**config.mk**
```make
export PLATFORM = sky130hd
export DESIGN_NAME = famiclone_detect
export DESIGN_NICKNAME = d
export VERILOG_FILES = /design/src/rtl/famiclone_detect_pkg.sv /design/src/rtl/ppu_sample_sync.sv /design/src/rtl/famiclone_detect.sv
export SDC_FILE = /design/constraint.sdc
export NUM_CORES = 1
export LEC_CHECK = 0
export ABC_CLOCK_PERIOD_IN_PS = 2600
export CAP_MARGIN = 15
export CORE_ASPECT_RATIO = 1.75
export CORE_MARGIN = 3
export CORE_UTILIZATION = 25
export CTS_CLUSTER_DIAMETER = 150
export CTS_CLUSTER_SIZE = 10
export DETAILED_ROUTE_END_ITERATION = 10
export HOLD_SLACK_MARGIN = 0.1
export SYNTH_ARGS = -nofsm -noshare
export SYNTH_HDL_FRONTEND = slang
export SYNTH_HIERARCHICAL = 1
export SYNTH_SLANG_ARGS = --single-unit
```
**constraint.sdc**
```tcl
create_clock -name m2 -period 2.6 [get_ports m2]
set_clock_uncertainty 0.05 [all_clocks]
set_input_delay 0.39 -clock m2 [delete_from_list [all_inputs] [get_ports m2]]
set_output_delay 0.39 -clock m2 [all_outputs]
set_load 0.05 [all_outputs]
```
**src/rtl/famiclone_detect_pkg.sv**
```systemverilog
// famiclone_detect_pkg
//   Shared definitions for the power-on famiclone detector:
//   - state_t       : FSM state encoding (HOLD=0, OBSERVE=1, DECIDED=2; 3 is illegal)
//   - FORCE_*       : firmware override codes carried on force_mode
//   - ppu_vec_t     : one captured PPU pin vector {rd, a13, not_a13}
//   - fits_width()  : parameter range check used at elaboration
package famiclone_detect_pkg;

    typedef enum logic [1:0] {
        ST_HOLD     = 2'd0,
        ST_OBSERVE  = 2'd1,
        ST_DECIDED  = 2'd2
    } state_t;

    localparam logic [1:0] FORCE_AUTO    = 2'b00;
    localparam logic [1:0] FORCE_CLASSIC = 2'b01;
    localparam logic [1:0] FORCE_NEW     = 2'b10;

    typedef struct packed {
        logic rd;
        logic a13;
        logic not_a13;
    } ppu_vec_t;

    // Synchroniser contents after reset: bus idle (/RD high).
    localparam ppu_vec_t PPU_IDLE = '{rd: 1'b1, a13: 1'b0, not_a13: 1'b0};

    // True when a non-negative value can be held in an unsigned field of the given width.
    function automatic bit fits_width(input int value, input int width);
        if (value < 0) begin
            return 1'b0;
        end
        if (width >= 31) begin
            return 1'b1;
        end
        return value < (1 << width);
    endfunction

endpackage

```
**src/rtl/ppu_sample_sync.sv**
```systemverilog
// ppu_sample_sync
//   Captures the PPU pins as one vector on every clk rise (stage s1), copies it
//   to stage s2 the next cycle, and qualifies a sample from the two stages.
//   Ports:
//     clk, rst_n        : M2 clock, async active-low reset
//     rd, a13, not_a13  : raw PPU /RD, A13 and cartridge-edge /A13 (async to clk)
//     sample_valid      : /RD low in both stages and A13 identical in both
//     sample_a13        : A13 of the qualified sample (from s2)
//     sample_mismatch   : valid sample where /A13 is not the inverse of A13
module ppu_sample_sync
    import famiclone_detect_pkg::*;
(
    input  logic clk,
    input  logic rst_n,
    input  logic rd,
    input  logic a13,
    input  logic not_a13,
    output logic sample_valid,
    output logic sample_a13,
    output logic sample_mismatch
);

    ppu_vec_t s1;
    ppu_vec_t s2;

    always_ff @(posedge clk or negedge rst_n) begin
        if (!rst_n) begin
            s1 <= PPU_IDLE;
            s2 <= PPU_IDLE;
        end else begin
            s1 <= '{rd: rd, a13: a13, not_a13: not_a13};
            s2 <= s1;
        end
    end

    // Requiring two agreeing captures filters out reads whose edges skew
    // against M2; a read must span two rising edges to count once.
    always_comb begin
        sample_valid    = !s1.rd && !s2.rd && (s1.a13 == s2.a13);
        sample_a13      = s2.a13;
        sample_mismatch = sample_valid && (s2.a13 == s2.not_a13);
    end

endmodule

```
**src/rtl/famiclone_detect.sv**
```systemverilog
// famiclone_detect
//   Power-on famiclone ("new Dendy") detector. Holds CIRAM /CE and /A13 low for
//   INIT_CYCLES after reset, then watches PPU reads and classifies the console
//   by whether /A13 on the cartridge edge tracks ~A13.
//   Ports:
//     m2            : CPU M2, the only clock (rising edge)
//     rst_n         : async active-low reset
//     ppu_rd_in     : PPU /RD (async to m2)
//     ppu_a13_in    : PPU A13
//     ppu_not_a13   : PPU /A13 as seen on the cartridge edge
//     rescan        : one-cycle request to re-run detection
//     force_mode    : 00 auto, 01 classic, 10 new famiclone, 11 auto
//     hold_low      : 1 while in HOLD (top level grounds CIRAM /CE and /A13)
//     new_dendy     : classification after the firmware override
//     detect_done   : verdict valid
//     timed_out     : last verdict came from the timeout
//     state_dbg     : current FSM state encoding
//
//   rescan protocol: rescan is sampled on every m2 rise and has no ready/ack.
//   It is acted on only while DECIDED; in HOLD or OBSERVE it is dropped. The
//   requester sees acceptance as detect_done falling and state_dbg becoming 1.
module famiclone_detect
    import famiclone_detect_pkg::*;
#(
    parameter int INIT_WIDTH         = 4,
    parameter int INIT_CYCLES        = 15,
    parameter int CNT_WIDTH          = 3,
    parameter int SAMPLES_LO         = 3,
    parameter int SAMPLES_HI         = 3,
    parameter int MISMATCH_THRESHOLD = 1,
    parameter int TO_WIDTH           = 16,
    parameter int TIMEOUT_CYCLES     = 65535
) (
    input  logic       m2,
    input  logic       rst_n,
    input  logic       ppu_rd_in,
    input  logic       ppu_a13_in,
    input  logic       ppu_not_a13,
    input  logic       rescan,
    input  logic [1:0] force_mode,
    output logic       hold_low,
    output logic       new_dendy,
    output logic       detect_done,
    output logic       timed_out,
    output logic [1:0] state_dbg
);

    localparam bit CFG_OK =
        (INIT_CYCLES >= 1) && fits_width(INIT_CYCLES - 1, INIT_WIDTH) &&
        fits_width(SAMPLES_LO, CNT_WIDTH) && fits_width(SAMPLES_HI, CNT_WIDTH) &&
        (MISMATCH_THRESHOLD >= 1) && fits_width(MISMATCH_THRESHOLD, CNT_WIDTH) &&
        (TIMEOUT_CYCLES >= 1) && fits_width(TIMEOUT_CYCLES - 1, TO_WIDTH);

    if (!CFG_OK) begin : g_bad_cfg
        $error("famiclone_detect: parameter does not fit its counter width");
    end

    localparam logic [INIT_WIDTH-1:0] INIT_LAST = INIT_WIDTH'(INIT_CYCLES - 1);
    localparam logic [INIT_WIDTH-1:0] INIT_ONE  = INIT_WIDTH'(1);
    localparam logic [TO_WIDTH-1:0]   TO_LAST   = TO_WIDTH'(TIMEOUT_CYCLES - 1);
    localparam logic [TO_WIDTH-1:0]   TO_ONE    = TO_WIDTH'(1);
    localparam logic [CNT_WIDTH-1:0]  LO_FULL   = CNT_WIDTH'(SAMPLES_LO);
    localparam logic [CNT_WIDTH-1:0]  HI_FULL   = CNT_WIDTH'(SAMPLES_HI);
    localparam logic [CNT_WIDTH-1:0]  MIS_THR   = CNT_WIDTH'(MISMATCH_THRESHOLD);
    localparam logic [CNT_WIDTH-1:0]  MIS_MAX   = '1;
    localparam logic [CNT_WIDTH-1:0]  CNT_ONE   = CNT_WIDTH'(1);

    state_t                state;
    logic [INIT_WIDTH-1:0] init_cnt;
    logic [TO_WIDTH-1:0]   to_cnt;
    logic [CNT_WIDTH-1:0]  lo_cnt;
    logic [CNT_WIDTH-1:0]  hi_cnt;
    logic [CNT_WIDTH-1:0]  mis_cnt;
    logic                  detected;
    logic                  hold_low_q;
    logic                  done_q;
    logic                  timed_out_q;

    logic                  sample_valid;
    logic                  sample_a13;
    logic                  sample_mismatch;

    ppu_sample_sync u_sync (
        .clk             (m2),
        .rst_n           (rst_n),
        .rd              (ppu_rd_in),
        .a13             (ppu_a13_in),
        .not_a13         (ppu_not_a13),
        .sample_valid    (sample_valid),
        .sample_a13      (sample_a13),
        .sample_mismatch (sample_mismatch)
    );

    // Next-count arithmetic for OBSERVE.
    logic [CNT_WIDTH-1:0] lo_next;
    logic [CNT_WIDTH-1:0] hi_next;
    logic [CNT_WIDTH-1:0] mis_next;
    logic                 counts_full;
    logic                 mis_counted;
    logic                 mis_hit;
    logic                 complete;
    logic                 timeout_hit;

    always_comb begin
        lo_next     = lo_cnt;
        hi_next     = hi_cnt;
        mis_next    = mis_cnt;
        counts_full = (lo_cnt == LO_FULL) && (hi_cnt == HI_FULL);
        // A mismatch on the sample that completes the counts still counts:
        // the check uses the counts from before this sample's update.
        mis_counted = sample_mismatch && !counts_full;

        if (sample_valid && !sample_a13 && (lo_cnt < LO_FULL)) begin
            lo_next = lo_cnt + CNT_ONE;
        end
        if (sample_valid && sample_a13 && (hi_cnt < HI_FULL)) begin
            hi_next = hi_cnt + CNT_ONE;
        end
        if (mis_counted && (mis_cnt != MIS_MAX)) begin
            mis_next = mis_cnt + CNT_ONE;
        end

        mis_hit     = mis_counted && (mis_next >= MIS_THR);
        complete    = (lo_next == LO_FULL) && (hi_next == HI_FULL);
        timeout_hit = (to_cnt == TO_LAST);
    end

    always_ff @(posedge m2 or negedge rst_n) begin
        if (!rst_n) begin
            state       <= ST_HOLD;
            init_cnt    <= '0;
            to_cnt      <= '0;
            lo_cnt      <= '0;
            hi_cnt      <= '0;
            mis_cnt     <= '0;
            detected    <= 1'b0;
            hold_low_q  <= 1'b1;
            done_q      <= 1'b0;
            timed_out_q <= 1'b0;
        end else begin
            case (state)
                ST_HOLD: begin
                    if (init_cnt == INIT_LAST) begin
                        state      <= ST_OBSERVE;
                        init_cnt   <= '0;
                        hold_low_q <= 1'b0;
                    end else begin
                        init_cnt <= init_cnt + INIT_ONE;
                    end
                end

                ST_OBSERVE: begin
                    to_cnt  <= to_cnt + TO_ONE;
                    lo_cnt  <= lo_next;
                    hi_cnt  <= hi_next;
                    mis_cnt <= mis_next;
                    if (mis_hit) begin
                        state    <= ST_DECIDED;
                        detected <= 1'b1;
                        done_q   <= 1'b1;
                    end else if (complete) begin
                        state    <= ST_DECIDED;
                        detected <= 1'b0;
                        done_q   <= 1'b1;
                    end else if (timeout_hit) begin
                        state       <= ST_DECIDED;
                        detected    <= 1'b0;
                        done_q      <= 1'b1;
                        timed_out_q <= 1'b1;
                    end
                end

                ST_DECIDED: begin
                    // The previous verdict stays on new_dendy until the
                    // rescan produces a new one.
                    if (rescan) begin
                        state       <= ST_OBSERVE;
                        to_cnt      <= '0;
                        lo_cnt      <= '0;
                        hi_cnt      <= '0;
                        mis_cnt     <= '0;
                        done_q      <= 1'b0;
                        timed_out_q <= 1'b0;
                    end
                end

                default: begin
                    // Encoding 3 is unreachable; recover as from reset.
                    state       <= ST_HOLD;
                    init_cnt    <= '0;
                    to_cnt      <= '0;
                    lo_cnt      <= '0;
                    hi_cnt      <= '0;
                    mis_cnt     <= '0;
                    detected    <= 1'b0;
                    hold_low_q  <= 1'b1;
                    done_q      <= 1'b0;
                    timed_out_q <= 1'b0;
                end
            endcase
        end
    end

    // The override is combinational so firmware can pin the mode even while
    // the power-on hold or observation is still running.
    always_comb begin
        case (force_mode)
            FORCE_CLASSIC: new_dendy = 1'b0;
            FORCE_NEW:     new_dendy = 1'b1;
            default:       new_dendy = detected;
        endcase
    end

    assign hold_low    = hold_low_q;
    assign detect_done = done_q;
    assign timed_out   = timed_out_q;
    assign state_dbg   = state;

endmodule

```
## Yosys cells after proc, flatten, opt, wreduce, memory -nomap -nowiden

Cells that the tools add are included.
Widths: inputs -> output; s select.

| cells by class | value |
|---|---|
| add/subtract/negate cells | 5 |
| reductions and logical operators | 25 |
| equal/unequal tests | 19 |
| mux-type cells | 32 |
| $lt $le $gt $ge | 3 |
| bitwise operators | 3 |

Operator list:

| kind | number |
|---|---|
| $pmux 16 s3 | 1 |
| $pmux 3 s3 | 3 |
| $add 16x1->16 const B | 1 |
| $eq 16x16->1 const B | 1 |
| $mux 16 | 1 |
| $eq 3x2->1 const B | 4 |
| $logic_and 1x1->1 | 12 |
| $mux 3 | 4 |
| $mux 1 | 10 |
| $mux 2 | 5 |
| $ne 2x2->1 const B | 5 |
| $add 3x1->3 const B | 3 |
| $pmux 4 s2 | 1 |
| $lt 3x2->1 const B | 2 |
| $pmux 1 s2 | 3 |
| $pmux 1 s3 | 2 |
| $pmux 2 s3 | 1 |
| $reduce_and 2->1 | 3 |
| $reduce_and 3->1 | 2 |
| $reduce_and 5->1 | 1 |
| $add 4x1->4 const B | 1 |
| $eq 2x1->1 const B | 2 |
| $eq 2x2->1 const B | 2 |
| $eq 4x4->1 const B | 1 |
| 9 further kinds | 16 |

| storage, ports and cells | value |
|---|---|
| output and inout bits | 6 |
| logic and storage cells | 103 |
| bits in registers | 41 |
| input port bits | 8 |

## Depth between registers and ports, before layout

Gate-level depths: netlist of run 1.

| logic depth | value |
|---|---|
| word-level depth | 11 |
| mapped depth | 9 |
| mapped depth without buffers | 7 |

## Modules after synthesis

The synthesis of run 1 kept the hierarchy.

By module, submodules not included:

| module | area an instance (um2) | times used | cells each | sequential area each (um2) |
|---|---|---|---|---|
| famiclone_detect | 2045.7 | 1 | 213 | 877.1 |
| ppu_sample_sync | 190.2 | 1 | 11 | 152.6 |

## Worst setup path before layout of run 1

No wires, ideal clock.

| timing path | value |
|---|---|
| path type | reg-to-reg |
| start point | reg u_sync.s2, in the netlist u_sync/sample_a13 |
| end point | reg state[0], in the netlist state_dbg[0] |
| period minus slack after synthesis | 2.477 ns |
| stages on the path, launching flop included | 8 |
| path slack | 0.123 ns |
| library setup time | 0.125 ns |
| data required time | 2.425 ns |
| arrival time | 2.302 ns |
| path buffers | 0 |
| cell sequence | dfrtp_1 or3_1 a211oi_2 a21boi_0 nor3b_1 nor2_1 a311oi_2 mux2_4 |

| on the way | value |
|---|---|
| word-level cells in the longest chain between the ends | 10 |
| elaborated cells between the ends (all ways) | 24 |
| classes of those cells | order compare (1); eq/ne (5); mux (6); reduce/logical (12) |

Ends and longest elaborated chain:

| what | line | RTL |
|---|---|---|
| from (decl) | ppu_sample_sync.sv:24 | `ppu_vec_t s2;` |
| from (signal assigned) | ppu_sample_sync.sv:29 | `s2 <= PPU_IDLE;` |
| from (signal assigned) | ppu_sample_sync.sv:32 | `s2 <= s1;` |
| $eq 1x1->1 | ppu_sample_sync.sv:39 | `sample_valid = !s1.rd && !s2.rd && (s1.a13 == s2.a13);` |
| $logic_and 1x1->1 | ppu_sample_sync.sv:39 |  |
| $logic_and 1x1->1 (*) | ppu_sample_sync.sv:41 | `sample_mismatch = sample_valid && (s2.a13 == s2.not_a13);` |
| named net sample_mismatch | famiclone_detect.sv:81 | `logic sample_mismatch;` |
| $logic_and 1x1->1 (*) | famiclone_detect.sv:111 | `mis_counted = sample_mismatch && !counts_full;` |
| $logic_and 1x1->1 | famiclone_detect.sv:119 | `if (mis_counted && (mis_cnt != MIS_MAX)) begin` |
| $mux 3 | famiclone_detect.sv:119 |  |
| $ge 3x1->1 | famiclone_detect.sv:123 | `mis_hit = mis_counted && (mis_next >= MIS_THR);` |
| $logic_and 1x1->1 (*) | famiclone_detect.sv:123 |  |
| $ne 4x4->1 (no line) / $mux 2 (equally long branches) | n/a |  |
| $reduce_and 3->1 (no line) / $pmux 2 s3 (equally long branches) | n/a |  |
| to (signal assigned) | famiclone_detect.sv:130 | `state <= ST_HOLD;` |
| to (signal assigned) | famiclone_detect.sv:144 | `state <= ST_OBSERVE;` |
| to (signal assigned) | famiclone_detect.sv:158 | `state <= ST_DECIDED;` |
| to (decl) | famiclone_detect.sv:68 | `state_t state;` |

Mark *: on every way through the listed nets, which the timed path passes. The rest lies on a longest branch.
A chain may end at the register's enable or synchronous reset.

## Final worst setup path of run 1

| timing path | value |
|---|---|
| start point | reg mis_cnt[0] |
| end point | reg state[0], in the netlist state_dbg[0] |

| on the way | value |
|---|---|
| word-level cells in the longest chain between the ends | 7 |
| elaborated cells between the ends (all ways) | 10 |
| classes of those cells | add/sub (1); order compare (1); eq/ne (2); mux (3); reduce/logical (3) |

Ends and longest elaborated chain:

| what | line | RTL |
|---|---|---|
| from (decl) | famiclone_detect.sv:73 | `logic [CNT_WIDTH-1:0] mis_cnt;` |
| from (signal assigned) | famiclone_detect.sv:156 | `mis_cnt <= mis_next;` |
| branches (longest 2 deep; another with $add 3x1->3) | n/a |  |
| $mux 3 (*) | famiclone_detect.sv:119 |  |
| $ge 3x1->1 (*) | famiclone_detect.sv:123 |  |
| $logic_and 1x1->1 (*) | famiclone_detect.sv:123 |  |
| $ne 4x4->1 (no line) / $mux 2 (equally long branches) | n/a |  |
| $reduce_and 3->1 (no line) / $pmux 2 s3 (equally long branches) | n/a |  |

Mark *: on every way between the ends.

==> metrics.cfg, run 1 <==
[pwr]
leakagePower_uw=0.00119
irDropWorstVdd_uv=479
power_density_nw_per_um2=886

[clock_network]
cts.sinks=41
cts_buffers=5
clk_latency_ps=280
hold_buffers=0
cts_setup_buffers=0
root_buffer=clkbuf_16
clk_pin_slew_ps=60
cts_tree=yes
htreeDepth=2
cts_buffer_depth=2

[routing]
drc=0
viasPerCell=4.69
highest_layer=met4
final_antenna_net_count=0
wl_met2_um=2690
dr.pass1.iters=4
routed_wl_um=4790
first_iter_violations=54
num_vias=1717
wl_met3_um=115
wl_met1_um=1860
wl_per_cell_um=13.1

[synth]
synth.largest_area_cell=dfrtp_1
ys_seq_elements=41
yosys.area.top_type_share_pct=42.5
netlist_area_um2=2240
synth_seq_area_share_pct=46.1
synth_nets=247
synth_area_per_cell_um2=9.98
synthTopCellsByArea=dfrtp_1 43%, ha_1 8.4%, xor2_1 4.3%, nor2_1 3.9%, dfstp_2 3.5%
ys_types=45
yosys_warnings=6
synthCells=224

[global_routing]
antenna_found_initial=0
grt_pass1_wl_um=8600
grt_overflow=0
grt_pass1_vias=1823
grt_start_max_net_pins=42
grtUsageTotal_pct=10.5

[final_layout]
finalNonFillerCells=366
nets=271
antenna_cells=0
layout_commonest_cell=dfrtp_1
mostFrequentLayoutCells=38 x dfrtp_1, 22 x nor2_1, 18 x nand2_1
drive_above_1_share_pct=14.5
area_growth_pct=23.2
seqCellArea_um2=1030
fill_cells=942
finalInstanceArea_um2=2750
multi_input_area_um2=1160

[timing]
fin_ws_ps=216
max_freq_mhz=419
relSlewSlack_pct=39.5
min_period_ps=2380
setup_viol=0
rsz0062_at_grt=false
worstMarginPinSlew_ps=908
slew_viol_final=0
hold_violations=0
period_share_pct=91.7
setup_tns_ps=0
hold_ws_ps=182

[placed_design]
place_area_um2=2570
io_buffers=13
place_inst=358
dpl_worst_slack_ps=79.9
dp_hpwl_um=3590
gp_congestion=0.789

[worst_hold_path]
hp-class=in -> async

[setup_path]
reg2reg_from=mis_cnt[0]$_DFFE_PN0P_
arrival_ps=2510
end_kind=flip-flop
reg2reg_slack_ps=220
r2r_cells=7
crit_path_max_fanout=5
start_kind=flip-flop
r2r-end=state_dbg[0]$_DFFE_PN0P_
worstSetupPathType=reg -> reg
worstPathRequired_ps=2720

[floorplanning]
start_util_pct=25.8
io-pin-count=14
rows=45
core_area_um2=8670
fp.dieArea_um2=10200
die_y_um=131
dieWidth_um=77.5

[status]
run_status=finished, final reports clean

[job]
max_cap_violations=0

[registers in the layout, summed over array words and instances (netlist names), 2 cells and up]
signal / count
hi_cnt: 3
init_cnt: 4
lo_cnt: 3
mis_cnt: 3
state_dbg: 2
to_cnt: 16
u_sync/s1: 3
u_sync/s2: 2
[cell type report]
cell class / instances / area share [%]
repair buffers: 23 / 7.63
inverters: 9 / 1.23
flip-flops and latches: 41 / 37.4
clock buffers: 7 / 5.18
multi-input cells: 168 / 42.2
clock inverters: 1 / 1.09
well taps: 117 / 5.32
[stage by stage]
step	power, µW	utilization [%]
6_report	2440	31.8
5_1_grt	2620	31.8
4_1_cts	2470	31.6
3_5_place_dp	1730	29.6
3_3_place_gp	1720	29.6
2_1_floorplan	1450	-
[how the worst max path moves through the flow]
stage	to	from	cells past startpoint	slack [ps]
final	state_dbg[0]$_DFFE_PN0P_	mis_cnt[0]$_DFFE_PN0P_	7	220
after global routing	state_dbg[0]$_DFFE_PN0P_	u_sync/sample_a13$_DFF_PN0_	7	70
after CTS	state_dbg[0]$_DFFE_PN0P_	u_sync/sample_a13$_DFF_PN0_	7	80
after detailed placement	state_dbg[0]$_DFFE_PN0P_	u_sync/sample_a13$_DFF_PN0_	7	80
after global placement	state_dbg[0]$_DFFE_PN0P_	u_sync/sample_a13$_DFF_PN0_	7	160
after floorplan	state_dbg[0]$_DFFE_PN0P_	u_sync/sample_a13$_DFF_PN0_	7	120
[cell usage after synthesis (all sizes together)]
| cell | instances |
|---|---|
| nor3b | 2 |
| and2 | 1 |
| or3 | 1 |
| and4bb | 1 |
| nand2 | 18 |
| and4 | 2 |
| a21boi | 1 |
| nand3 | 14 |
| nand2b | 5 |
| or4b | 1 |
| or2 | 1 |
| nand4b | 2 |
| and3 | 2 |
| a22o | 6 |
| or2b | 1 |
| mux2 | 3 |
| a211oi | 4 |
| a311oi | 1 |
| nor2 | 23 |
| o31ai | 4 |
| nor4 | 3 |
| dfstp | 3 |
| o21ai | 15 |
| nor3 | 4 |
| buf | 1 |
| xor2 | 11 |
| ha | 15 |
| a41oi | 1 |
| a22oi | 1 |
| a21oi | 6 |
| inv | 9 |
| o41ai | 1 |
| nand4 | 7 |
| clkbuf | 5 |
| nor4b | 2 |
| xnor2 | 2 |
| a31oi | 2 |
| nor2b | 2 |
| nand3b | 3 |
| dfrtp | 38 |
[routing by layer]
layer | global-route usage (%) | vias to the layer above
met4 | 4.75 | 0
met2 | 18.7 | 13
met5 | 0 | -
met1 | 11.6 | 843
met3 | 2.19 | 6
li1 | - | 855
[critical path, stage by stage (launching register included)]
cell and delay, ps:
dfrtp_1 420, ha_1 220, ha_1 230, nor4b_1 580, nor3b_2 110, nor2_1 210, a311oi_2 140, mux2_4 310
[power by group]
group          leakage (µW)  switching (µW)  internal [µW]
sequential         0.000545             121            746
clock             0.0000841             243            479
combinational      0.000559             515            335
total               0.00119             879           1560
[cells by family (layout without fill, tap and decap cells)]
| group | after synthesis | after routing | share of synthesized area, % |
|---|---|---|---|
| flops | 41 | 41 | 46.1 |
| compound gates | 42 | 42 | 12.9 |
| xor+xnor | 13 | 13 | 5.09 |
| buf+inv | 15 | 40 | 2.57 |
| fa+ha+maj | 15 | 15 | 8.39 |
| simple gates | 95 | 95 | 23.3 |
| mux | 3 | 3 | 1.68 |
[timing repair]
action | 4_1_cts | 5_1_grt
resized for setup | 0 | 3
endpoints found under the hold margin | 0 | 0
endpoints found under the setup margin | 0 | 16
Note: power is estimated with default switching activity, not from simulation.
==> run 2: changes to the inputs <==
--- a/config.mk
+++ b/config.mk
@@ -9,7 +9,7 @@
 export CAP_MARGIN = 15
 export CORE_ASPECT_RATIO = 1.75
 export CORE_MARGIN = 3
-export CORE_UTILIZATION = 25
+export CORE_UTILIZATION = 35
 export CTS_CLUSTER_DIAMETER = 150
 export CTS_CLUSTER_SIZE = 10
 export DETAILED_ROUTE_END_ITERATION = 10
==> run 2 against run 1 <==
Compared with the run above: die area shrank 27%; critical path depth unchanged; core utilization is 12 points higher; clock power shrank 42%; critical endpoint unchanged; flip-flop and latch count did not move; sequential share of layout area rose by 1.9 points; global-route usage grew 3.3 points; count of clock-buffer cells in the layout stayed put; fmax is 0.23% lower.
==> metrics.cfg, run 2 (synthesis results as in run 1) <==
[timing]
rsz0062_at_grt=false
worstMarginPinSlew_ps=893  ; -14.9 ps
hold_ws_ps=173  ; -9.55 ps
max_freq_mhz=418  ; -0.23%
slew_viol_final=0  ; unchanged
hold_violations=0  ; unchanged
setup_tns_ps=0  ; unchanged
min_period_ps=2390  ; +5.51 ps
relSlewSlack_pct=40.5  ; +1.0 points
period_share_pct=91.9  ; +0.21 points
setup_viol=0  ; unchanged

[clock_network]
clk_pin_slew_ps=70  ; about the same
root_buffer=clkbuf_8
cts_setup_buffers=0  ; unchanged
cts.sinks=41  ; unchanged
cts_buffer_depth=2  ; unchanged
clk_latency_ps=290  ; about the same
cts_tree=yes
htreeDepth=2  ; unchanged
hold_buffers=0  ; unchanged
cts_buffers=5  ; unchanged

[routing]
drc=0  ; unchanged
dr.pass1.iters=4  ; unchanged
viasPerCell=5.21  ; +11%
num_vias=1705  ; -0.70%
routed_wl_um=4520  ; -5.6%
wl_per_cell_um=13.8  ; +5.7%
first_iter_violations=32  ; -41%
final_antenna_net_count=0  ; unchanged

[floorplanning]
rows=37  ; -18%
start_util_pct=37.2  ; +11 points
core_area_um2=6020  ; -31%
dieWidth_um=66.4  ; -14%
die_y_um=112  ; -15%
io-pin-count=14  ; unchanged
fp.dieArea_um2=7420  ; -27%

[placed_design]
io_buffers=13  ; unchanged
place_area_um2=2530  ; -1.6%
dp_hpwl_um=3370  ; -6.0%
gp_congestion=0.785  ; -0.55%
place_inst=320  ; -11%

[setup_path]
reg2reg_slack_ps=210  ; about the same
r2r-end=state_dbg[0]$_DFFE_PN0P_
end_kind=flip-flop
arrival_ps=2520  ; about the same
crit_path_max_fanout=3  ; -2
reg2reg_from=u_sync/sample_a13$_DFF_PN0_
setup.worst_path.start=u_sync/sample_a13$_DFF_PN0_
worstPathRequired_ps=2730  ; about the same
start_kind=flip-flop
critical_path.endpoint=state_dbg[0]$_DFFE_PN0P_
r2r_cells=7  ; unchanged
worstSetupPathType=reg -> reg

[final_layout]
finalInstanceArea_um2=2620  ; -4.7%
multi_input_area_um2=1160  ; -0.22%
reg.largest.list=to_cnt x16, init_cnt x4
finalNonFillerCells=327  ; -11%
seqCellArea_um2=1030  ; unchanged
mostFrequentLayoutCells=38 x dfrtp_1, 23 x nor2_1, 18 x nand2_1
nets=272  ; +0.37%
fill_cells=596  ; -37%
drive_above_1_share_pct=14.1  ; -0.40 points
area_growth_pct=17.3
antenna_cells=0  ; unchanged
layout_commonest_cell=dfrtp_1
largest_reg_flops=16  ; unchanged
largest_register=to_cnt

[pwr]
leakagePower_uw=0.00115  ; -2.9%
irDropWorstVdd_uv=772  ; +61%
power_density_nw_per_um2=808  ; -8.7%

[global_routing]
grt_pass1_vias=1744  ; -4.3%
grtUsageMet1_pct=16.1  ; +4.5 points
grtUsageTotal_pct=13.8  ; +3.3 points
grt_start_max_net_pins=42  ; unchanged
use_met2_pct=23.8  ; +5.1 points
antenna_found_initial=0  ; unchanged
grt_overflow=0  ; unchanged
grtUsageMet3_pct=2.32  ; +0.13 points
grt_pass1_wl_um=7980  ; -7.2%
grt.busiest_layer=met2

[worst_hold_path]
hp-class=in -> async

[job]
max_cap_violations=0  ; unchanged

[status]
run_status=finished, final reports clean

## run 2: stage by stage
step	setup WS [ps]	utilization, %	total power, µW
final	210	43.6	2120
after global routing	12.9	43.6	2300
after CTS	111	43.5	2150
after detailed placement	6.35	42.0	1730
after global placement	68.7	42.0	1720
after floorplan	123	-	1450
## run 2: worst min path at each step
stage	startpoint	to	slack (ps)	cells after the start
after detailed placement	u_sync/s1[0]$_DFF_PN0_	u_sync/s2[0]$_DFF_PN0_	300	0
after CTS	rst_n	init_cnt[2]$_DFFE_PN0P_	210	1
final	rst_n	init_cnt[2]$_DFFE_PN0P_	170	1
after global placement	u_sync/s1[0]$_DFF_PN0_	u_sync/s2[0]$_DFF_PN0_	280	0
after global routing	rst_n	init_cnt[2]$_DFFE_PN0P_	250	1
after floorplan	rst_n	detect_done$_DFFE_PN0P_	40	0
## run 2: timing repair
action,in CTS,in global routing
hold endpoints to repair,0,0
endpoints found under the setup margin,1,1
resized for setup,1,1
cloned,0,0
## run 2: worst max-delay path, cell delays in order (launching register included)
cell and delay, ps:
dfrtp_1 410, or3_1 370, a211oi_2 220, a21boi_0 260, nor3b_2 240, nor2_1 100
a311oi_2 310, mux2_4 320
## run 2: layout make-up
type | count | area share, %
sequential | 41 | 39.2
tap | 78 | 3.72
inverter | 9 | 1.29
timing repair buffer | 24 | 8.30
clock buffer | 7 | 3.29
multi-input combinational | 168 | 44.2
## run 2: metal layers
metal,part of all wire [%],routed length [µm],vias to the layer above
li1,-,-,855
met3,1.9,87,8
met4,2.3,105,0
met2,54,2440,14
met1,42,1890,828
met5,0,0,-
## run 2: where the power goes
group | switching, µW | internal, µW
Sequential | 119 | 745
Clock | 210 | 211
Combinational | 504 | 333
Total | 833 | 1290
==> run 3: changes to the inputs <==
--- a/config.mk
+++ b/config.mk
@@ -14,6 +14,7 @@
 export CTS_CLUSTER_SIZE = 10
 export DETAILED_ROUTE_END_ITERATION = 10
 export HOLD_SLACK_MARGIN = 0.1
+export RECOVER_POWER = 25
 export SYNTH_ARGS = -nofsm -noshare
 export SYNTH_HDL_FRONTEND = slang
 export SYNTH_HIERARCHICAL = 1
==> run 3 against run 2 <==
Compared with the run above: the flow now finishes with violations (max-capacitance violations, max-slew violations); critical path depth is the same; global-route usage is the same; largest power group unchanged; wire length grew 0.46%; non-clock buffer count is the same; total power is essentially flat; core utilization is essentially flat; clock power is essentially flat; first-iteration DRC count grew 47%; sequential power is essentially flat.
==> metrics.cfg, run 3 (synthesis results as in run 1) <==
[setup_path]
r2r-end=state_dbg[0]$_DFFE_PN0P_
crit_path_max_fanout=3  ; unchanged
r2r_cells=7  ; unchanged
reg2reg_slack_ps=210  ; about the same
end_kind=flip-flop
arrival_ps=2520  ; about the same
reg2reg_from=u_sync/sample_a13$_DFF_PN0_
start_kind=flip-flop
cp_cell_sequence=or3_1 -> a211oi_2 -> a21boi_0 -> nor3b_2 -> nor2_1 -> a311oi_2 -> mux2_4
cp_num_buf_inv=0  ; unchanged
worstPathRequired_ps=2730  ; about the same
cpMaxStageDelayCell=dfrtp_1
path_delay_family=compound AO/OA/AOI/OAI gates
worstSetupPathType=reg -> reg
critical_path.max_stage_delay_ps=410  ; about the same

[clock_network]
cts_tree=yes
htreeDepth=2  ; unchanged
clk_latency_ps=290  ; about the same
clk_pin_slew_ps=70  ; about the same
cts_buffer_depth=2  ; unchanged
cts.sinks=41  ; unchanged
root_buffer=clkbuf_8
cts_buffers=5  ; unchanged
cts_setup_buffers=0  ; unchanged

[placed_design]
dpl_worst_slack_ps=6.35  ; unchanged
gp_congestion=0.785  ; unchanged
dp_hpwl_um=3370  ; unchanged
io_buffers=13  ; unchanged
place_inst=320  ; unchanged

[status]
violations=max-capacitance violations, max-slew violations
run_status=finished, violations left

[timing]
period_share_pct=91.9  ; about the same
max_freq_mhz=418  ; about the same
hold_ws_ps=305  ; +133 ps
setup_viol=0  ; unchanged
min_period_ps=2390  ; +0.0990 ps
relSlewSlack_pct=-45.3  ; -86 points
hold_violations=0  ; unchanged
slew_viol_final=42  ; +42
fin_ws_ps=210  ; -0.0990 ps
rsz0062_at_grt=false
worstMarginPinSlew_ps=2180  ; +1290 ps
setup_tns_ps=0  ; unchanged

[final_layout]
largest_reg_flops=16  ; unchanged
area_growth_pct=17.3  ; about the same
layout_commonest_cell=dfrtp_1
antenna_cells=0  ; unchanged
drive_above_1_share_pct=13.3  ; -0.80 points
mostFrequentLayoutCells=38 x dfrtp_1, 23 x nor2_1, 18 x nand2_1
fill_cells=596  ; unchanged
finalNonFillerCells=327  ; unchanged
largest_register=to_cnt
reg.largest.list=to_cnt x16, init_cnt x4
nets=272  ; unchanged

[routing]
dr.pass1.iters=4  ; unchanged
drc=0  ; unchanged
final_antenna_net_count=0  ; unchanged
viasPerCell=5.22  ; about the same
num_vias=1706  ; +0.059%
first_iter_violations=47  ; +47%
wl_per_cell_um=13.9  ; +0.46%
routed_wl_um=4540  ; +0.46%

[job]
max_cap_violations=1  ; +1

[floorplanning]
io-pin-count=14  ; unchanged
fp.dieArea_um2=7420  ; unchanged
core_area_um2=6020  ; unchanged
die_y_um=112  ; unchanged
rows=37  ; unchanged
dieWidth_um=66.4  ; unchanged
start_util_pct=37.2  ; unchanged

[worst_hold_path]
min_from=u_sync/s1[0]$_DFF_PN0_
hp-class=reg -> reg
hold_depth=0
hold_path_end=u_sync/s2[0]$_DFF_PN0_

[global_routing]
grt_start_max_net_pins=42  ; unchanged
grtUsageTotal_pct=13.8  ; unchanged
antenna_found_initial=0  ; unchanged
grt_overflow=0  ; unchanged
grt_pass1_vias=1744  ; unchanged
grt_pass1_wl_um=7980  ; unchanged

[pwr]
power_density_nw_per_um2=808  ; about the same
irDropWorstVdd_uv=773  ; about the same
leakagePower_uw=0.00115  ; -0.22%
finalPower_uw=2120  ; about the same

## run 3: cell count changes in the layout (fill, tap and decap cells not counted), sizes merged
| cell | previous run | this run |
|---|---|---|
| clkbuf | 7 | 8 |
| buf | 13 | 12 |
| dlygate4sd3 | 0 | 3 |
| clkdlybuf4s50 | 11 | 8 |
## run 3: cell type report
type | count | area [µm²] | area share (%)
timing repair buffer | 24 | 216 | 8.25
tap | 78 | 97.6 | 3.72
multi-input combinational | 168 | 1160 | 44.2
sequential | 41 | 1030 | 39.3
clock buffer | 7 | 86.3 | 3.29
inverter | 9 | 33.8 | 1.29
## run 3: metal layers
metal  part of all wire, %  track usage (%)  wire [µm]
met3                   1.9             2.32         87
met5                     0                0          0
met4                   2.3             6.24        105
met2                    54             23.8       2460
met1                    41             16.1       1880
## run 3: repair_timing
action	CTS	global route
gates cloned	0	0
hold buffers	0	0
gates resized for setup	1	1
setup endpoints to repair	1	1
## run 3: worst register-to-register path: cells and delay by family (launching register included)
family / cells / cell delay [ps]
AO/OA/AOI/OAI: 3 / 790
AND/OR/NAND/NOR: 3 / 710
flip-flops: 1 / 410
multiplexers: 1 / 320
## run 3: worst max-delay path by stage
stage                                      startpoint                       end  slack [ps]  cells past startpoint
final                     u_sync/sample_a13$_DFF_PN0_  state_dbg[0]$_DFFE_PN0P_         210                      7
after global routing      u_sync/sample_a13$_DFF_PN0_  state_dbg[0]$_DFFE_PN0P_          10                      7
after CTS                 u_sync/sample_a13$_DFF_PN0_  state_dbg[0]$_DFFE_PN0P_         110                      7
after detailed placement  u_sync/sample_a13$_DFF_PN0_  state_dbg[0]$_DFFE_PN0P_           6                      7
after global placement    u_sync/sample_a13$_DFF_PN0_  state_dbg[0]$_DFFE_PN0P_          70                      7
after floorplan           u_sync/sample_a13$_DFF_PN0_  state_dbg[0]$_DFFE_PN0P_         120                      7
## run 3: stage by stage
step | area, µm² | util (%)
6_report | 2620 | 43.6
3_3_place_gp | 2530 | 42.0
5_1_grt | 2620 | 43.6
3_5_place_dp | 2530 | 42.0
4_1_cts | 2620 | 43.5
2_1_floorplan | 2240 | -
## run 3: power breakdown
group          internal (µW)  total (µW)  switching, µW  leakage [µW]
combinational            331         836            505      0.000563
sequential               744         863            119      0.000544
clock                    211         420            209     0.0000443
